<file path="config.mk">
export PLATFORM = sky130hd
export DESIGN_NAME = uart_rx_cfg_flat
export DESIGN_NICKNAME = d
export VERILOG_FILES = /design/src/rtl/uart_rx_cfg_pkg.sv /design/src/rtl/uart_rx_cfg_if.sv /design/src/rtl/uart_rx_cfg_sync.sv /design/src/rtl/uart_rx_cfg.sv /design/src/flat_wrapper.sv
export SDC_FILE = /design/constraint.sdc
export NUM_CORES = 1
export LEC_CHECK = 0
export ABC_AREA = 1
export BUFFER_PORTS_ARGS = -buffer_cell sky130_fd_sc_hd__buf_2
export CORE_MARGIN = 4
export CORE_UTILIZATION = 53
export CTS_CLUSTER_SIZE = 16
export DETAILED_ROUTE_END_ITERATION = 8
export PLACE_DENSITY = 0.77
export SETUP_SLACK_MARGIN = 0.1
export SYNTH_ARGS = -nofsm -noshare
export SYNTH_HDL_FRONTEND = slang
export SYNTH_HIERARCHICAL = 1
export SYNTH_SLANG_ARGS = --single-unit
export TNS_END_PERCENT = 1
</file>
<file path="constraint.sdc">
create_clock -name clk -period 1.3 [get_ports clk]
set_input_delay 0.13 -clock clk [delete_from_list [all_inputs] [get_ports clk]]
set_output_delay 0.13 -clock clk [all_outputs]
set_load 0.03 [all_outputs]
</file>
<file path="src/rtl/uart_rx_cfg_pkg.sv">
// -----------------------------------------------------------------------------
// uart_rx_cfg_pkg
// Shared definitions for the configurable UART receiver: FSM state encoding,
// parity-mode codes and a helper that decides whether a parity bit is present.
// -----------------------------------------------------------------------------
package uart_rx_cfg_pkg;

  typedef enum logic [2:0] {
    ST_IDLE   = 3'd0,
    ST_START  = 3'd1,
    ST_DATA   = 3'd2,
    ST_PARITY = 3'd3,
    ST_STOP   = 3'd4
  } state_t;

  localparam logic [1:0] PAR_NONE = 2'b00;
  localparam logic [1:0] PAR_EVEN = 2'b01;
  localparam logic [1:0] PAR_ODD  = 2'b10;

  // Mode 2'b11 is reserved and behaves like PAR_NONE.
  function automatic logic parity_on(input logic [1:0] mode);
    return (mode == PAR_EVEN) || (mode == PAR_ODD);
  endfunction

endpackage

</file>
<file path="src/rtl/uart_rx_cfg_if.sv">
// -----------------------------------------------------------------------------
// uart_rx_cfg_if
// Host-side bundle of the UART receiver: received word, status flags and the
// valid/read handshake.
//   master : receiver side (drives data/status, samples rd_en)
//   slave  : host/FIFO side (samples data/status, drives rd_en)
// -----------------------------------------------------------------------------
interface uart_rx_cfg_if #(
  parameter int DBIT = 8
);
  logic            rd_en;
  logic [DBIT-1:0] dout;
  logic            rx_valid;
  logic            rx_done_tick;
  logic            parity_err;
  logic            frame_err;
  logic            break_det;
  logic            overrun;

  modport master (
    input  rd_en,
    output dout, rx_valid, rx_done_tick, parity_err, frame_err, break_det, overrun
  );

  modport slave (
    output rd_en,
    input  dout, rx_valid, rx_done_tick, parity_err, frame_err, break_det, overrun
  );
endinterface

</file>
<file path="src/rtl/uart_rx_cfg_sync.sv">
// -----------------------------------------------------------------------------
// uart_rx_cfg_sync
// Two-flop synchroniser for an asynchronous single-bit input.
// Ports: clk, reset (sync, active-high), d (async in), q (synchronised out).
// RST_VAL sets the value both flops take in reset (idle level of the line).
// -----------------------------------------------------------------------------
module uart_rx_cfg_sync #(
  parameter logic RST_VAL = 1'b1
) (
  input  logic clk,
  input  logic reset,
  input  logic d,
  output logic q
);

  logic sync_p0;
  logic sync_p1;

  // stage p0 -> p1: metastability settling
  always_ff @(posedge clk) begin
    if (reset) begin
      sync_p0 <= RST_VAL;
      sync_p1 <= RST_VAL;
    end else begin
      sync_p0 <= d;
      sync_p1 <= sync_p0;
    end
  end

  assign q = sync_p1;

endmodule

</file>
<file path="src/rtl/uart_rx_cfg.sv">
// -----------------------------------------------------------------------------
// uart_rx_cfg
// Configurable UART receiver. DBIT data bits (LSB first), OVS s_tick pulses per
// bit, runtime parity (none/even/odd) and one or two stop bits. Rejects false
// starts, reports parity/framing/break/overrun and offers a valid/read handshake.
// Ports:
//   clk, reset      system clock, synchronous active-high reset
//   rx              asynchronous serial line (idle high)
//   s_tick          oversampling strobe, OVS per bit period
//   parity_mode     00 none, 01 even, 10 odd, 11 none (latched at frame start)
//   stop2           1 = check two stop bits (latched at frame start)
//   host            uart_rx_cfg_if.master: dout, rx_valid, rx_done_tick,
//                   parity_err, frame_err, break_det, overrun, rd_en
// -----------------------------------------------------------------------------
module uart_rx_cfg
  import uart_rx_cfg_pkg::*;
#(
  parameter int DBIT = 8,
  parameter int OVS  = 16
) (
  input  logic         clk,
  input  logic         reset,
  input  logic         rx,
  input  logic         s_tick,
  input  logic [1:0]   parity_mode,
  input  logic         stop2,
  uart_rx_cfg_if.master host
);

  localparam int SW = $clog2(OVS);
  localparam int NW = $clog2(DBIT);
  localparam logic [SW-1:0] S_MID  = SW'(OVS / 2 - 1);
  localparam logic [SW-1:0] S_LAST = SW'(OVS - 1);
  localparam logic [NW-1:0] N_LAST = NW'(DBIT - 1);

  logic rx_sync;

  uart_rx_cfg_sync #(.RST_VAL(1'b1)) u_sync (
    .clk   (clk),
    .reset (reset),
    .d     (rx),
    .q     (rx_sync)
  );

  // FSMD state
  state_t          state_q,  state_n;
  logic [SW-1:0]   s_q,      s_n;
  logic [NW-1:0]   n_q,      n_n;
  logic [DBIT-1:0] b_q,      b_n;
  logic            par_q,    par_n;     // running XOR of data bits
  logic            low_q,    low_n;     // every sample so far was low
  logic            brk_q,    brk_n;
  logic            ferr_q,   ferr_n;
  logic            perr_q,   perr_n;
  logic            sidx_q,   sidx_n;    // 0 = first stop bit, 1 = second
  logic            wait_q,   wait_n;    // after a break, need rx high before a new start
  logic [1:0]      pmode_q,  pmode_n;
  logic            stop2_q,  stop2_n;

  logic            complete;
  logic            brk_fin;
  logic            ferr_fin;

  // output registers
  logic [DBIT-1:0] dout_q;
  logic            valid_q;
  logic            done_q;
  logic            perr_out_q;
  logic            ferr_out_q;
  logic            brk_out_q;
  logic            ovr_q;

  always_ff @(posedge clk) begin
    if (reset) begin
      state_q <= ST_IDLE;
      s_q     <= '0;
      n_q     <= '0;
      b_q     <= '0;
      par_q   <= 1'b0;
      low_q   <= 1'b0;
      brk_q   <= 1'b0;
      ferr_q  <= 1'b0;
      perr_q  <= 1'b0;
      sidx_q  <= 1'b0;
      wait_q  <= 1'b0;
      pmode_q <= PAR_NONE;
      stop2_q <= 1'b0;
    end else begin
      state_q <= state_n;
      s_q     <= s_n;
      n_q     <= n_n;
      b_q     <= b_n;
      par_q   <= par_n;
      low_q   <= low_n;
      brk_q   <= brk_n;
      ferr_q  <= ferr_n;
      perr_q  <= perr_n;
      sidx_q  <= sidx_n;
      wait_q  <= wait_n;
      pmode_q <= pmode_n;
      stop2_q <= stop2_n;
    end
  end

  always_comb begin
    state_n  = state_q;
    s_n      = s_q;
    n_n      = n_q;
    b_n      = b_q;
    par_n    = par_q;
    low_n    = low_q;
    brk_n    = brk_q;
    ferr_n   = ferr_q;
    perr_n   = perr_q;
    sidx_n   = sidx_q;
    wait_n   = wait_q;
    pmode_n  = pmode_q;
    stop2_n  = stop2_q;
    complete = 1'b0;
    brk_fin  = brk_q;
    ferr_fin = ferr_q;

    unique case (state_q)
      ST_IDLE: begin
        if (wait_q) begin
          if (rx_sync) wait_n = 1'b0;
        end else if (!rx_sync) begin
          state_n = ST_START;
          s_n     = '0;
          pmode_n = parity_mode;
          stop2_n = stop2;
        end
      end

      ST_START: begin
        if (s_tick) begin
          if (s_q == S_MID) begin
            if (!rx_sync) begin
              // Genuine start bit: clear per-frame accumulators.
              state_n = ST_DATA;
              s_n     = '0;
              n_n     = '0;
              par_n   = 1'b0;
              low_n   = 1'b1;
              brk_n   = 1'b0;
              ferr_n  = 1'b0;
              perr_n  = 1'b0;
              sidx_n  = 1'b0;
            end else begin
              state_n = ST_IDLE;   // glitch shorter than half a bit
            end
          end else begin
            s_n = s_q + 1'b1;
          end
        end
      end

      ST_DATA: begin
        if (s_tick) begin
          if (s_q == S_LAST) begin
            s_n   = '0;
            b_n   = {rx_sync, b_q[DBIT-1:1]};
            par_n = par_q ^ rx_sync;
            low_n = low_q & ~rx_sync;
            if (n_q == N_LAST) begin
              state_n = parity_on(pmode_q) ? ST_PARITY : ST_STOP;
            end else begin
              n_n = n_q + 1'b1;
            end
          end else begin
            s_n = s_q + 1'b1;
          end
        end
      end

      ST_PARITY: begin
        if (s_tick) begin
          if (s_q == S_LAST) begin
            s_n     = '0;
            perr_n  = (par_q ^ rx_sync) != (pmode_q == PAR_ODD);
            low_n   = low_q & ~rx_sync;
            state_n = ST_STOP;
          end else begin
            s_n = s_q + 1'b1;
          end
        end
      end

      ST_STOP: begin
        if (s_tick) begin
          if (s_q == S_LAST) begin
            s_n      = '0;
            ferr_fin = ferr_q | ~rx_sync;
            ferr_n   = ferr_fin;
            // Break is judged on the first stop bit only.
            if (!sidx_q) brk_fin = low_q & ~rx_sync;
            brk_n    = brk_fin;
            if (sidx_q || !stop2_q) begin
              // Leave at the stop midpoint so a back-to-back start edge is seen.
              complete = 1'b1;
              state_n  = ST_IDLE;
              wait_n   = brk_fin;
            end else begin
              sidx_n = 1'b1;
            end
          end else begin
            s_n = s_q + 1'b1;
          end
        end
      end

      default: state_n = ST_IDLE;
    endcase
  end

  // completion -> host-visible registers
  always_ff @(posedge clk) begin
    if (reset) begin
      dout_q     <= '0;
      valid_q    <= 1'b0;
      done_q     <= 1'b0;
      perr_out_q <= 1'b0;
      ferr_out_q <= 1'b0;
      brk_out_q  <= 1'b0;
      ovr_q      <= 1'b0;
    end else begin
      done_q <= complete;
      if (complete) begin
        dout_q     <= b_q;
        perr_out_q <= perr_q;
        ferr_out_q <= ferr_fin;
        brk_out_q  <= brk_fin;
        valid_q    <= 1'b1;
        // A same-cycle read consumes the old word, so only an unread word overruns.
        if (valid_q && !host.rd_en) ovr_q <= 1'b1;
      end else if (host.rd_en && valid_q) begin
        valid_q <= 1'b0;
        ovr_q   <= 1'b0;
      end
    end
  end

  assign host.dout         = dout_q;
  assign host.rx_valid     = valid_q;
  assign host.rx_done_tick = done_q;
  assign host.parity_err   = perr_out_q;
  assign host.frame_err    = ferr_out_q;
  assign host.break_det    = brk_out_q;
  assign host.overrun      = ovr_q;

endmodule

</file>
<file path="src/flat_wrapper.sv">
// flat-port wrapper written by rule: the top's interface ports become plain ports
module uart_rx_cfg_flat import uart_rx_cfg_pkg::*;
#(
  parameter int DBIT = 8,
  parameter int OVS  = 16
)
  (clk, reset, rx, s_tick, parity_mode, stop2, host_rd_en, host_dout, host_rx_valid, host_rx_done_tick, host_parity_err, host_frame_err, host_break_det, host_overrun);
  uart_rx_cfg_if #(.DBIT(DBIT)) host_i ();
  input  logic clk;
  input  logic reset;
  input  logic rx;
  input  logic s_tick;
  input  logic [1:0] parity_mode;
  input  logic stop2;
  input wire logic [$bits(host_i.rd_en)-1:0] host_rd_en;
  output wire logic [$bits(host_i.dout)-1:0] host_dout;
  output wire logic [$bits(host_i.rx_valid)-1:0] host_rx_valid;
  output wire logic [$bits(host_i.rx_done_tick)-1:0] host_rx_done_tick;
  output wire logic [$bits(host_i.parity_err)-1:0] host_parity_err;
  output wire logic [$bits(host_i.frame_err)-1:0] host_frame_err;
  output wire logic [$bits(host_i.break_det)-1:0] host_break_det;
  output wire logic [$bits(host_i.overrun)-1:0] host_overrun;
  assign host_i.rd_en = host_rd_en;
  assign host_dout = host_i.dout;
  assign host_rx_valid = host_i.rx_valid;
  assign host_rx_done_tick = host_i.rx_done_tick;
  assign host_parity_err = host_i.parity_err;
  assign host_frame_err = host_i.frame_err;
  assign host_break_det = host_i.break_det;
  assign host_overrun = host_i.overrun;
  uart_rx_cfg #(.DBIT(DBIT), .OVS(OVS)) u_core (.clk(clk), .reset(reset), .rx(rx), .s_tick(s_tick), .parity_mode(parity_mode), .stop2(stop2), .host(host_i));
endmodule
</file>
==> summary by stage <==
Timing
For the pin with the worst max-slew slack, the measured transition is 0.389 ns. The post-route worst hold slack is 0.00449 ns. The period utilization is 107%. Setup slack on the critical path of the routed design comes to -0.0947 ns. The final number of max-transition violations was 0. Setup violations remaining at the end of the flow were counted as 34. For this run, the top clock speed supported by timing is 0.717 GHz. Setup repair after global routing could not meet its margin everywhere. The final hold violation count is 0.

The worst pin sits at a relative slew slack of 73.8%. The minimum clock period after layout is 1.39 ns. For the final database, setup skew stands at roughly 0.008 ns.

Yosys
The average cell area after synthesis is 6.86 um^2. The number of different library cells in the post-synthesis netlist is 31. The cell area after synthesis is 0.00230 mm^2. For this run, the number of Yosys warnings is 6. The cell count after synthesis is ~340. The share of synthesized area occupied by flip-flops and latches is a little under two fifths. Counting flops and latches in the post-synthesis netlist gives 44. Synthesis produced a netlist with a net count of 347.

Clocking
The number of buffers created by CTS is 5. In this run the deepest clock path goes through 2 buffers. The buffer cell driving the clock tree root is clkbuf_8. The number of hold buffers added after CTS was 0. Clock tree synthesis found a total of 44 sinks.

The H-tree was split into 2 levels. The clock-pin slew on the worst setup and hold paths is 0.08 ns. The CTS tree is yes. Clock latency on the worst-skew pair, taken at its later pin, is 0.30 ns.

Finish
The final core area utilization is 74.3%. The final layout contains 407 nets. The count of antenna diodes in the layout is 0. The layout cell share with drive strength beyond 1 is 33.4%. The filler cells instantiated in the layout total 315. From synthesis to final layout, the design area changed by 32.0%. For this run, the number of standard cells in the final layout without fillers is 445.

Power and ir drop
The analysis attributes to cell leakage a power of 1.48 nW. The power density normalized to cell area is 1970 mW/mm^2. The cell-internal power is 3.58 mW.

The switching component of the power is 2.39 mW. IR analysis of the VDD net gives a maximum drop of between 1 and 1.5 mV. The clock share of power is 20.3%. The net switching share of the total power is 40.0%.

The part of the power in combinational logic is 52.2%. The power after layout is between 5 and 6 mW. Of the total power, registers draw 27.6%.

Routing
The routed length per placed instance is between 10 and 15 um. The via count of the routed design is 2321. The wire length after detailed routing is 5700 um. Before antenna repair, the detailed router went through 5 iterations. The detailed-route vias per instance is ~5.2. After detailed routing, the number of remaining DRC violations is 0. The detail route stage leaves a number of antenna-violating nets equal to 0.

The detailed router's first-iteration violation count is 106.

Critical path
The maximum net fanout on the critical path is 4. Together, buffers and inverters on the worst path number 0. The cell type of the slowest stage on the worst timing path is dfxtp_2.

The critical path capture point type is a flip-flop. At the worst endpoint, the arrival time is roughly 1.6 ns. The largest incremental delay on the critical path is around 0.36 ns.

The classification of the worst setup path is reg -> reg. The critical path goes through ha_4 > nand3_2 > o21ai_4 > nand2_2 > nand2_1 > o21a_1 > nor2_1. The worst endpoint required time is 1.49 ns. The top cell family by delay on the critical path is simple AND/OR/NAND/NOR gates.

The critical path startpoint category is a flip-flop.

Die
The total area inside the core boundary comes to 0.00409 mm^2. The die footprint is 0.00546 mm^2. The die is roughly 74 um wide. Measured along the y axis, the die boundary spans between 70 and 80 um. The initial core utilization is 56.3%. The number of placed I/O pins is 22. The total number of placement rows is 23.

Global route
The largest net degree at the start of global routing is 33. After global routing the overflow that remains totals 0. For this run, the total global-route usage over all layers was measured as between 20% and 30%. The first global-routing pass estimated 9490 um of wire.

The via count of the first global-routing pass is roughly 2200. The initial antenna violation count is 0.

Place
Port buffering added 21 buffers. The congestion estimate from routability-driven global placement came to 0.871. Timing analysis after detailed placement gives a worst setup slack of -0.139 ns. Detailed placement finished with a half-perimeter wire length of about 4000 um. Once placement completed, the tool counted placed cells totaling 437.

Job
The number of max-cap violations is 0.

Worst hold path
In this run the worst hold path is classified as in -> reg.

Status
The run finished, with violations left. The final reports fail on negative setup slack.
power groups by stage:
stage	logic, mW	registers (mW)	clock network (mW)
floorplan	1.85	1.60	0
global placement	2.73	1.65	0
detailed placement	2.75	1.66	0
CTS	2.95	1.64	1.23
global route	3.43	1.66	1.28
finish	3.12	1.65	1.21
final timing paths:
kind / start / end / slack [ns] / depth (start not counted)
max: u_core/s_q[1]$_SDFFE_PP0P_ / u_core/perr_q$_SDFFE_PP0P_ / -0.09 / 7
min: rx / u_core/u_sync/sync_p0$_SDFF_PP1_ / 0.004 / 3
max reg2reg: u_core/s_q[1]$_SDFFE_PP0P_ / u_core/perr_q$_SDFFE_PP0P_ / -0.09 / 7
min reg2reg: u_core/u_sync/sync_p0$_SDFF_PP1_ / u_core/u_sync/q$_SDFF_PP1_ / 0.42 / 2
per-layer routing:
metal	GRT usage (%)	vias to the layer above	part of all wire [%]	routed length (um)
li1	-	1187	-	-
met1	27.3	1071	45	2550
met5	0	-	0	0
met4	7.44	0	1.4	80
met2	38.8	54	50	2830
met3	4.38	9	4.1	234
through the flow:
stage,instance area (um^2),TNS [ns]
floorplan,2330,0
global placement,2790,-1.91
detailed placement,2790,-2.54
CTS,2980,-1.39
global route,3040,-4.20
finish,3040,-1.46
final cells by class:
| class | instances | area [um^2] | share of cell area [%] |
|---|---|---|---|
| sequential | 44 | 893 | 29.4 |
| clock buffer | 5 | 68.8 | 2.27 |
| tap | 50 | 62.6 | 2.06 |
| inverter | 39 | 151 | 4.99 |
| clock inverter | 2 | 60.1 | 1.98 |
| multi-input combinational | 242 | 1330 | 43.7 |
| timing repair buffer | 63 | 474 | 15.6 |
synthesized netlist by cell type (all sizes together):
library cell	number	area [um^2]
a211oi	1	12.5
a21oi	19	98.9
buf	6	47.5
clkbuf	4	15.0
dfxtp	44	881
ha	4	50.1
inv	39	149
nand2	79	324
nand3	31	175
nand4	6	43.8
nor2	68	304
o211ai	2	15.0
o21a	1	7.51
o21ai	28	151
o21bai	1	7.51
xnor2	1	8.76
xor2	1	8.76
cells in the final DEF, fill, tap and decap left out, types with 2 or more instances in the layout:
master     synthesis  layout
buf_4              2      37
nor2_4             2       8
dfxtp_1           44      36
a21oi_2            1       4
inv_1             32      32
o21ai_2            0       2
ha_1               4       2
o211ai_1           2       2
nand2_2            8      13
o21ai_0           16      12
nand2_1           70      63
nor2_2             7       5
buf_12             0       4
a21oi_1           18      15
bufinv_16          0       2
nand3_1           27      26
inv_4              1       2
inv_2              6       5
nand4_1            5       5
nor2_1            58      54
dfxtp_2            0       7
buf_2              2      21
nand3_2            4       5
clkbuf_8           0       5
o21ai_1           11      13
nand2_4            1       3
flip-flops by register name, indices dropped and copies added (netlist names), 2 cells and up:
register,count
u_core/b_q,8
u_core/host.dout,8
u_core/n_q,3
u_core/pmode_q,2
u_core/s_q,4
u_core/state_q,3
kinds of logic after synthesis:
group / after synthesis / synth area share [%]
xor gates and xnor gates: 2 / 0.762
buffers and inverters: 49 / 9.19
AOI/OAI and AO/OA: 52 / 12.7
adders and majority gates: 4 / 2.18
and+or+nand+nor: 184 / 36.8
DFF: 44 / 38.3
worst register-to-register path, delay by kind of cell (launching register included):
family                   cells  cell delay (ns)
AND/OR/NAND/NOR              4             0.39
adder cells (fa/ha/maj)      1             0.18
AO/OA/AOI/OAI                2             0.36
flip-flops                   1             0.36
repair_timing:
action                                  4_1_cts  5_1_grt
pin swaps                                     4        8
resized for setup                            15       23
endpoints found under the setup margin       42       42
setup buffers                                 1        0
endpoints found under the hold margin         0        0
Power figures use the tool's default switching activity.
